$ cat src/rtl/alu_writeback_if.sv
// Bundles the ALU-to-writeback handshake, the two operand read ports and the status outputs.
// The upstream/operand-fetch side uses master; the writeback stage uses slave.
interface alu_writeback_if #(
    parameter int unsigned DATA_W = 16
);
    logic              in_valid;
    logic              in_ready;
    logic [3:0]        in_opcode;
    logic [3:0]        in_dest;
    logic [DATA_W-1:0] in_out;
    logic [DATA_W-1:0] in_r15;
    logic              in_neg;
    logic              in_zero;
    logic              in_error;
    logic [3:0]        rd_addr_a;
    logic [DATA_W-1:0] rd_data_a;
    logic [3:0]        rd_addr_b;
    logic [DATA_W-1:0] rd_data_b;
    logic              flag_neg;
    logic              flag_zero;
    logic              flag_error;
    logic              wb_busy;

    modport master (
        output in_valid, in_opcode, in_dest, in_out, in_r15,
               in_neg, in_zero, in_error, rd_addr_a, rd_addr_b,
        input  in_ready, rd_data_a, rd_data_b,
               flag_neg, flag_zero, flag_error, wb_busy
    );

    modport slave (
        input  in_valid, in_opcode, in_dest, in_out, in_r15,
               in_neg, in_zero, in_error, rd_addr_a, rd_addr_b,
        output in_ready, rd_data_a, rd_data_b,
               flag_neg, flag_zero, flag_error, wb_busy
    );
endinterface

$ cat src/rtl/alu_writeback.sv
// ALU writeback stage: commits one result per handshake into a 16-entry register file,
// spending a second cycle on the HI_REG write for mul/div, with two write-first read ports.
module alu_writeback #(
    parameter int unsigned DATA_W  = 16,
    parameter int unsigned HI_REG  = 15,
    parameter int unsigned R0_ZERO = 1
) (
    input  logic           clk,
    input  logic           rst,
    alu_writeback_if.slave wb
);
    localparam logic [3:0] HI_ADDR = 4'(HI_REG);
    localparam bit         R0_EN   = (R0_ZERO != 0);

    typedef enum logic [0:0] {
        IDLE  = 1'b0,
        WR_HI = 1'b1
    } state_e;

    state_e            state_q, state_d;
    logic [DATA_W-1:0] regs_q [16];
    logic [DATA_W-1:0] hi_q, hi_d;
    logic [2:0]        flags_q, flags_d;   // {neg, zero, error}

    logic              ready;
    logic              accept;
    logic              is_muldiv;
    logic              conflict;
    logic              we;
    logic [3:0]        waddr;
    logic [DATA_W-1:0] wdata;

    always_comb begin
        state_d   = state_q;
        hi_d      = hi_q;
        flags_d   = flags_q;
        ready     = 1'b0;
        accept    = 1'b0;
        we        = 1'b0;
        waddr     = wb.in_dest;
        wdata     = wb.in_out;
        is_muldiv = (wb.in_opcode == 4'b0100) || (wb.in_opcode == 4'b0101);
        conflict  = is_muldiv && (wb.in_dest == HI_ADDR);

        case (state_q)
            IDLE: begin
                ready  = ~rst;
                accept = wb.in_valid & ready;
                if (accept) begin
                    we      = 1'b1;
                    flags_d = {wb.in_neg, wb.in_zero, wb.in_error | conflict};
                    // A two-word result aimed at HI_REG keeps the primary word only.
                    if (is_muldiv && !conflict) begin
                        hi_d    = wb.in_r15;
                        state_d = WR_HI;
                    end
                end
            end
            WR_HI: begin
                we      = ~rst;
                waddr   = HI_ADDR;
                wdata   = hi_q;
                state_d = IDLE;
            end
            default: state_d = IDLE;
        endcase

        if (R0_EN && (waddr == 4'd0)) begin
            we = 1'b0;
        end
    end

    always_ff @(posedge clk) begin
        if (rst) begin
            state_q <= IDLE;
            hi_q    <= '0;
            flags_q <= '0;
            for (int unsigned i = 0; i < 16; i++) begin
                regs_q[i] <= '0;
            end
        end else begin
            state_q <= state_d;
            hi_q    <= hi_d;
            flags_q <= flags_d;
            if (we) begin
                regs_q[waddr] <= wdata;
            end
        end
    end

    // Write-first bypass so operand fetch sees a result in the cycle it is committed.
    always_comb begin
        if (R0_EN && (wb.rd_addr_a == 4'd0)) begin
            wb.rd_data_a = '0;
        end else if (we && (wb.rd_addr_a == waddr)) begin
            wb.rd_data_a = wdata;
        end else begin
            wb.rd_data_a = regs_q[wb.rd_addr_a];
        end
    end

    always_comb begin
        if (R0_EN && (wb.rd_addr_b == 4'd0)) begin
            wb.rd_data_b = '0;
        end else if (we && (wb.rd_addr_b == waddr)) begin
            wb.rd_data_b = wdata;
        end else begin
            wb.rd_data_b = regs_q[wb.rd_addr_b];
        end
    end

    assign wb.in_ready   = ready;
    assign wb.wb_busy    = (state_q == WR_HI);
    assign wb.flag_neg   = flags_q[2];
    assign wb.flag_zero  = flags_q[1];
    assign wb.flag_error = flags_q[0];
endmodule

$ cat src/flat_wrapper.sv
// flat-port wrapper written by rule: the top's interface ports become plain ports
module alu_writeback_flat 
#(
    parameter int unsigned DATA_W  = 16,
    parameter int unsigned HI_REG  = 15,
    parameter int unsigned R0_ZERO = 1
)
  (clk, rst, wb_in_valid, wb_in_opcode, wb_in_dest, wb_in_out, wb_in_r15, wb_in_neg, wb_in_zero, wb_in_error, wb_rd_addr_a, wb_rd_addr_b, wb_in_ready, wb_rd_data_a, wb_rd_data_b, wb_flag_neg, wb_flag_zero, wb_flag_error, wb_wb_busy);
  alu_writeback_if #(.DATA_W(DATA_W)) wb_i ();
  input  logic clk;
  input  logic rst;
  input wire logic [$bits(wb_i.in_valid)-1:0] wb_in_valid;
  input wire logic [$bits(wb_i.in_opcode)-1:0] wb_in_opcode;
  input wire logic [$bits(wb_i.in_dest)-1:0] wb_in_dest;
  input wire logic [$bits(wb_i.in_out)-1:0] wb_in_out;
  input wire logic [$bits(wb_i.in_r15)-1:0] wb_in_r15;
  input wire logic [$bits(wb_i.in_neg)-1:0] wb_in_neg;
  input wire logic [$bits(wb_i.in_zero)-1:0] wb_in_zero;
  input wire logic [$bits(wb_i.in_error)-1:0] wb_in_error;
  input wire logic [$bits(wb_i.rd_addr_a)-1:0] wb_rd_addr_a;
  input wire logic [$bits(wb_i.rd_addr_b)-1:0] wb_rd_addr_b;
  output wire logic [$bits(wb_i.in_ready)-1:0] wb_in_ready;
  output wire logic [$bits(wb_i.rd_data_a)-1:0] wb_rd_data_a;
  output wire logic [$bits(wb_i.rd_data_b)-1:0] wb_rd_data_b;
  output wire logic [$bits(wb_i.flag_neg)-1:0] wb_flag_neg;
  output wire logic [$bits(wb_i.flag_zero)-1:0] wb_flag_zero;
  output wire logic [$bits(wb_i.flag_error)-1:0] wb_flag_error;
  output wire logic [$bits(wb_i.wb_busy)-1:0] wb_wb_busy;
  assign wb_i.in_valid = wb_in_valid;
  assign wb_i.in_opcode = wb_in_opcode;
  assign wb_i.in_dest = wb_in_dest;
  assign wb_i.in_out = wb_in_out;
  assign wb_i.in_r15 = wb_in_r15;
  assign wb_i.in_neg = wb_in_neg;
  assign wb_i.in_zero = wb_in_zero;
  assign wb_i.in_error = wb_in_error;
  assign wb_i.rd_addr_a = wb_rd_addr_a;
  assign wb_i.rd_addr_b = wb_rd_addr_b;
  assign wb_in_ready = wb_i.in_ready;
  assign wb_rd_data_a = wb_i.rd_data_a;
  assign wb_rd_data_b = wb_i.rd_data_b;
  assign wb_flag_neg = wb_i.flag_neg;
  assign wb_flag_zero = wb_i.flag_zero;
  assign wb_flag_error = wb_i.flag_error;
  assign wb_wb_busy = wb_i.wb_busy;
  alu_writeback #(.DATA_W(DATA_W), .HI_REG(HI_REG), .R0_ZERO(R0_ZERO)) u_core (.clk(clk), .rst(rst), .wb(wb_i));
endmodule
$ cat config.mk
export PLATFORM = sky130hd
export DESIGN_NAME = alu_writeback_flat
export DESIGN_NICKNAME = d
export VERILOG_FILES = /design/src/rtl/alu_writeback_if.sv /design/src/rtl/alu_writeback.sv /design/src/flat_wrapper.sv
export SDC_FILE = /design/constraint.sdc
export NUM_CORES = 1
export LEC_CHECK = 0
export BUFFER_PORTS_ARGS = -buffer_cell sky130_fd_sc_hd__buf_2
export CAP_MARGIN = 5
export CORE_MARGIN = 4
export CORE_UTILIZATION = 40
export CTS_CLUSTER_SIZE = 40
export DETAILED_ROUTE_END_ITERATION = 6
export GPL_ROUTABILITY_DRIVEN = 0
export HOLD_SLACK_MARGIN = 0.12
export PLACE_DENSITY = 0.52
export SLEW_MARGIN = 20
export SYNTH_ARGS = -nofsm -noshare
export SYNTH_HDL_FRONTEND = slang
export SYNTH_SLANG_ARGS = --single-unit
$ cat constraint.sdc
create_clock -name clk -period 2.8 [get_ports clk]
set_input_delay 0.14 -clock clk [delete_from_list [all_inputs] [get_ports clk]]
set_output_delay 0.14 -clock clk [all_outputs]
set_load 0.01 [all_outputs]
==> results of run 1 <==
-- through the flow --
step           power, W  cell area (um^2)
4_1_cts        0.009902             17550
5_1_grt         0.01016             17640
2_1_floorplan  0.005548             14980
3_5_place_dp   0.006085             16310
3_3_place_gp   0.006069             16310
6_report       0.009851             17640
-- worst max-delay path by stage --
| stage | startpoint | endpoint | depth (start not counted) |
|---|---|---|---|
| 2_1_floorplan | u_core.wb.wb_busy | u_core.regs_q[11][0] | 6 |
| 3_3_place_gp | wb_rd_addr_a[0] | wb_rd_data_a[4] | 7 |
| 3_5_place_dp | wb_rd_addr_a[0] | wb_rd_data_a[3] | 7 |
| 4_1_cts | u_core.wb.wb_busy | wb_rd_data_a[6] | 7 |
| 5_1_grt | u_core.wb.wb_busy | wb_rd_data_b[6] | 7 |
| 6_report | u_core.wb.wb_busy | wb_rd_data_a[14] | 7 |
-- synthesized netlist by cell type (3+ instances only) --
| cell type | n | area share |
|---|---|---|
| buf_1 | 3 | 0.00075 |
| nand2b_1 | 16 | 0.0067 |
| buf_4 | 11 | 0.0055 |
| buf_2 | 32 | 0.011 |
| o31ai_1 | 14 | 0.0070 |
| o22ai_1 | 15 | 0.0063 |
| nand2_1 | 84 | 0.021 |
| o21ai_0 | 11 | 0.0037 |
| inv_1 | 11 | 0.0028 |
| mux2_2 | 24 | 0.018 |
| xor2_1 | 4 | 0.0023 |
| mux4_2 | 86 | 0.13 |
| mux2i_1 | 75 | 0.050 |
| mux4_1 | 10 | 0.018 |
| nand3_1 | 4 | 0.0013 |
| edfxtp_1 | 256 | 0.52 |
| buf_6 | 9 | 0.0068 |
| a221oi_2 | 9 | 0.0091 |
| nor2_1 | 258 | 0.065 |
| o221a_2 | 3 | 0.0023 |
| clkbuf_1 | 45 | 0.011 |
| a211oi_1 | 17 | 0.0086 |
| a22o_1 | 7 | 0.0041 |
| nor4_2 | 3 | 0.0025 |
| or3_1 | 3 | 0.0013 |
| a21oi_1 | 60 | 0.020 |
| o21ai_1 | 5 | 0.0017 |
| nand4_1 | 3 | 0.0013 |
| mux2_1 | 8 | 0.0060 |
| a221oi_1 | 12 | 0.0070 |
| dfxtp_1 | 20 | 0.027 |
| o211a_1 | 4 | 0.0027 |
| nor2b_1 | 5 | 0.0021 |
-- worst max-delay path: stages (launching register included) --
cell,delay (ns)
dfxtp_4,0.42
or3_1,0.38
a21oi_1,0.17
o22ai_2,0.15
or2_1,0.27
buf_4,0.21
o22ai_2,0.23
buf_2,0.18
-- registers in the layout (all words and copies together) (netlist names) --
signal,flops
u_core.flags_q,3
u_core.hi_q,16
u_core.regs_q,256
u_core.wb.wb_busy,1
-- cells by family after synthesis --
kind of cell / share of synthesized area
other: 0.0002513
buffers and inverters: 0.04309
multiplexers: 0.2218
AO/OA/AOI/OAI: 0.07981
flip-flops: 0.5419
XOR/XNOR: 0.002347
AND/OR/NAND/NOR: 0.1107
-- final cells by class --
cell class / count / share of cell area
sequential: 276 / 0.4588
multi-input combinational: 785 / 0.3606
timing repair buffer: 224 / 0.09173
clock buffer: 45 / 0.04988
tap: 468 / 0.03320
clock inverter: 12 / 0.002980
inverter: 13 / 0.002767
-- routing by layer --
metal  GRT usage  vias up
li1            -     4733
met1      0.3488     5575
met2      0.3981      517
met3     0.04335      100
met4     0.06662        6
met5           0        -
-- what timing repair did --
item,in CTS,in global routing
hold buffers,27,0
buffers inserted,0,1
endpoints found under the hold margin,41,0
gates resized for setup,8,14
pin swaps,0,2
setup endpoints to repair,26,17
-- power breakdown --
group | switching (W) | internal, W | leakage (nW)
clock network | 0.00163 | 0.00216 | 0.461
logic | 0.000799 | 0.000553 | 3.48
registers | 0.0000697 | 0.00464 | 2.89
total | 0.00250 | 0.00735 | 6.84
==> metrics, run 1 <==
status finished clean; worst vdd ir 0.0004865 V; synthesized cell area 0.01492 mm^2; die width 201.2 um; # diodes 0; Cell variety after synth 61; initial antenna violation count 3; startpoint types register; r2r setup slk 0.57 ns; post-route ant nets 0; Hold Path Sink u_core.regs_q[1][10]; CP endpoint kind primary output; synth warn 0; number of enable flip-flop cells after synthesis 256; clk_lat worst skew 0.57 ns; number of global-route vias before repair 10990; RSZ-0062 raised after global routing true; hold path depth 4; M1 wire length 21410 um; clk sink count 276; total congestion overflow 0; first-pass GRT wire length 73690 um; Worst Path Class, Setup reg -> out; post-route worst setup slack 0.06963 ns; Placed Instances 1738; most frequent cells in the layout 257 x nor2_1, 256 x edfxtp_1, 101 x buf_4; Final Non-Filler Cells 1823; PD cells 558.6 mW/mm^2; register area share after synthesis 0.5419; worst hold margin 0.1506 ns; worst r2r dst u_core.regs_q[10][9]; final worst path period need 2.730 ns; Worst-Margin Slew 1.076 ns; most common cell after layout, fill and taps aside nor2_1; Max Clk Rate 366.3 MHz; 1st-iter DRT viols 1146; ys async rst share 0; final wirelength 50810 um; Hold Fails Final Rpt 0; post-route setup TNS 0 ns; worst hold path class in -> reg; Critical Path RT 2.66 ns; leakage 6.835 nW; num rows 70; # port buffers 89; Core Util, Final 0.4806; Die ar. 0.04047 mm^2; Synth Instances 1163; filler instances 3311; relative slew slack 0.2813; GRT Total Usage 0.2470; Reg area 0.008092 mm^2; Die H 201.2 um; CP arrival 2.59 ns; clk root buf clkbuf_16; Slew Viols, Final 0; multi-input logic area 0.006360 mm^2; H-tree depth 1; core area 0.03670 mm^2; max_cap viols 0; R2R Path Start u_core.wb.wb_busy; drt pass-1 iters 5; synthesized flop and latch total 276; Most used DFF post-synth edfxtp_1; HPWL after DPL 34670 um; wire per inst 27.87 um; I/O pins 91; clock skew 0.01353 ns; DRC Markers 0; CTS tree done; period utilisation layout 0.9751; final setup vio count 0; Initial Util 0.4067; DR vias/cell 5.996; CTS max path bufs 3; share of layout cells above drive strength 1 0.2871; WL met2 23870 um; vias 10930; Worst Path Max Fanout 17; clock-pin slew on the worst setup and hold paths 0.06 ns; TritonCTS buffer count 31; Nets 1385; uppermost layer routed met5; hold_sp wb_in_out[10]; met3 WL post-DR 3791 um; pre-CTS setup slack 0.3255 ns; largest net degree at the start of global routing 67; area grow syn2layout 18.17%; syn_area_per_cell 12.83 um^2; Worst R2R Path Depth 7
No activity file was read; power rests on OpenSTA's default activity.
==> inputs of run 2 (changes only) <==
Settings changed: GPL_ROUTABILITY_DRIVEN 0 to default.
Clock period 2.8 ns to 3.15 ns, I/O delays scaled along.
==> run 2 against run 1 <==
  * The flow now finishes with violations (DRC)
  * Core utilization down 0.10 points
  * Routed wire length fell by 1.5%
  * Non-clock buffer count is 17 lower
  * Combinational power decreased by 13%
  * First-iteration DRC count grew 7.8%
  * Design area down 0.21%
  * Cell count shrank 0.71%
  * Power down 6.8%
  * Highest routed layer is now met4
==> metrics, run 2 (synthesized netlist as in run 1, its figures left out) <==
Initial Util 0.4067 (unchanged); Worst-Margin Slew 1.135 ns (was 1.076 ns); HPWL after DPL 33950 um (was 34670 um); PD cells 521.6 mW/mm^2 (was 558.6 mW/mm^2); clk root buf clkbuf_16 (unchanged); post-route setup TNS 0 ns (unchanged); share of layout cells above drive strength 1 0.2772 (was 0.2871); core area 0.03670 mm^2 (unchanged); CTS tree done (unchanged); RSZ-0062 raised after global routing false (was true); wire per inst 27.64 um (was 27.87 um); top flop regs u_core.regs_q: 256 flops, u_core.hi_q: 16 flops, u_core.flags_q: 3 flops (unchanged); clk_lat worst skew 0.52 ns (was 0.57 ns); largest net degree at the start of global routing 37 (was 67); Placed Instances 1728 (was 1738); startpoint types register (unchanged); total congestion overflow 0 (unchanged); DRC Markers 2 (was 0); CTS max path bufs 3 (unchanged); I/O pins 91 (unchanged); Cell Area, Placed 0.01630 mm^2 (was 0.01631 mm^2); Die H 201.2 um (unchanged); Post-CTS Setup Inserts 0 (unchanged); worst vdd ir 0.0003132 V (was 0.0004865 V); Critical Path RT 2.99 ns (was 2.66 ns); 1st-iter DRT viols 1235 (was 1146); Hold Fails Final Rpt 0 (unchanged); leakage 6.817 nW (was 6.835 nW); final setup vio count 0 (unchanged); area grow syn2layout 17.92% (was 18.17%); period utilisation layout 0.9420; gpl congestion 0.8285; max reg flops 256 (unchanged); filler instances 3334 (was 3311); most common cell after layout, fill and taps aside nor2_1 (unchanged); clock-pin slew on the worst setup and hold paths 0.06 ns (about the same); # diodes 0 (unchanged); post-route worst setup slack 0.1827 ns (was 0.06963 ns); pre-CTS setup slack 0.5416 ns (was 0.3255 ns); worst hold margin 0.1786 ns (was 0.1506 ns); drt pass-1 iters 7 (was 5); Die ar. 0.04047 mm^2 (unchanged); status complete, but fails checks (was finished clean); final worst path period need 2.967 ns; Design Area, Final 0.01760 mm^2 (was 0.01764 mm^2); clock skew 0.01910 ns (was 0.01353 ns); final wirelength 50020 um (was 50810 um); max_cap viols 0 (unchanged); Slew Viols, Final 0 (unchanged); TritonCTS buffer count 34 (was 31); H-tree depth 2 (was 1); GRT Total Usage 0.2413 (was 0.2470); CP arrival 2.81 ns (was 2.59 ns); initial antenna violation count 0 (was 3); die width 201.2 um (unchanged); Worst Path Max Fanout 18 (was 17); failing checks DRC; # port buffers 89 (unchanged); number of global-route vias before repair 10950 (was 10990); Nets 1371 (was 1385); worst hold path class in -> reg (unchanged); most frequent cells in the layout 257 x nor2_1, 256 x edfxtp_1, 87 x buf_2, 87 x buf_4, 86 x mux4_2 (was 257 x nor2_1, 256 x edfxtp_1, 101 x buf_4); num rows 70 (unchanged); Max Clk Rate 337.0 MHz; first-pass GRT wire length 72450 um (was 73690 um); clk sink count 276 (unchanged); Final Non-Filler Cells 1810 (was 1823); register with the most flip-flops u_core.regs_q (unchanged); vias 10830 (was 10930); post-route ant nets 0 (unchanged); Worst Path Class, Setup reg -> out (unchanged); relative slew slack 0.2368 (was 0.2813); DR vias/cell 5.981 (was 5.996); CP endpoint kind primary output (unchanged)
## run 2: cell count changes in the layout (fill, tap and decap cells not counted), moves of 5 or more
| cell | delta |
|---|---|
| buf_4 | -14 |
| dlygate4sd3_1 | -6 |
| o22ai_1 | +6 |
| buf_12 | +5 |
| o22ai_2 | -5 |
## run 2: layout make-up
| class | count | area, um^2 | area share |
|---|---|---|---|
| multi-input cells | 785 | 6265 | 0.3560 |
| flip-flops and latches | 276 | 8089 | 0.4597 |
| clock inverters | 15 | 101.3 | 0.005759 |
| clock buffers | 46 | 978.4 | 0.05560 |
| well taps | 468 | 585.6 | 0.03327 |
| inverters | 13 | 48.80 | 0.002773 |
| repair buffers | 207 | 1530 | 0.08695 |
## run 2: worst max-delay path, cell delays in order, from the launching register on
cell and delay, ns:
dfxtp_2 0.56, o21bai_1 0.20, a21o_1 0.30, inv_1 0.38
nand2_2 0.28, a21oi_1 0.35, buf_2 0.21
## run 2: final timing paths
| kind | start | endpoint | slack [ns] | depth (start not counted) |
|---|---|---|---|---|
| worst max register to register | u_core.wb.wb_busy | u_core.regs_q[8][14] | 0.75 | 7 |
| worst min register to register | u_core.hi_q[8] | u_core.hi_q[8] | 0.46 | 2 |
| worst max-delay path | u_core.wb.wb_busy | wb_rd_data_b[3] | 0.18 | 6 |
| worst min-delay path | wb_in_valid | u_core.flags_q[0] | 0.18 | 4 |
## run 2: timing repair
action	4_1_cts	5_1_grt
hold buffers	21	0
endpoints found under the setup margin	0	13
endpoints found under the hold margin	20	0
gates resized for setup	0	3
## run 2: through the flow
step	power, W	utilization
3_5_place_dp	0.005401	0.4442
2_1_floorplan	0.004931	-
4_1_cts	0.009243	0.4793
3_3_place_gp	0.005388	0.4442
5_1_grt	0.009473	0.4795
6_report	0.009180	0.4795
## run 2: per-layer routing
layer	vias up	wire length, um	track usage
met3	82	3835	0.04190
met5	-	0	0
met4	0	1365	0.06834
li1	4704	-	-
met1	5530	21210	0.3400
met2	509	23610	0.3884
## run 2: power breakdown
part           internal, W  switching, W
Combinational     0.000478      0.000690
Sequential         0.00412     0.0000594
Clock              0.00226       0.00157
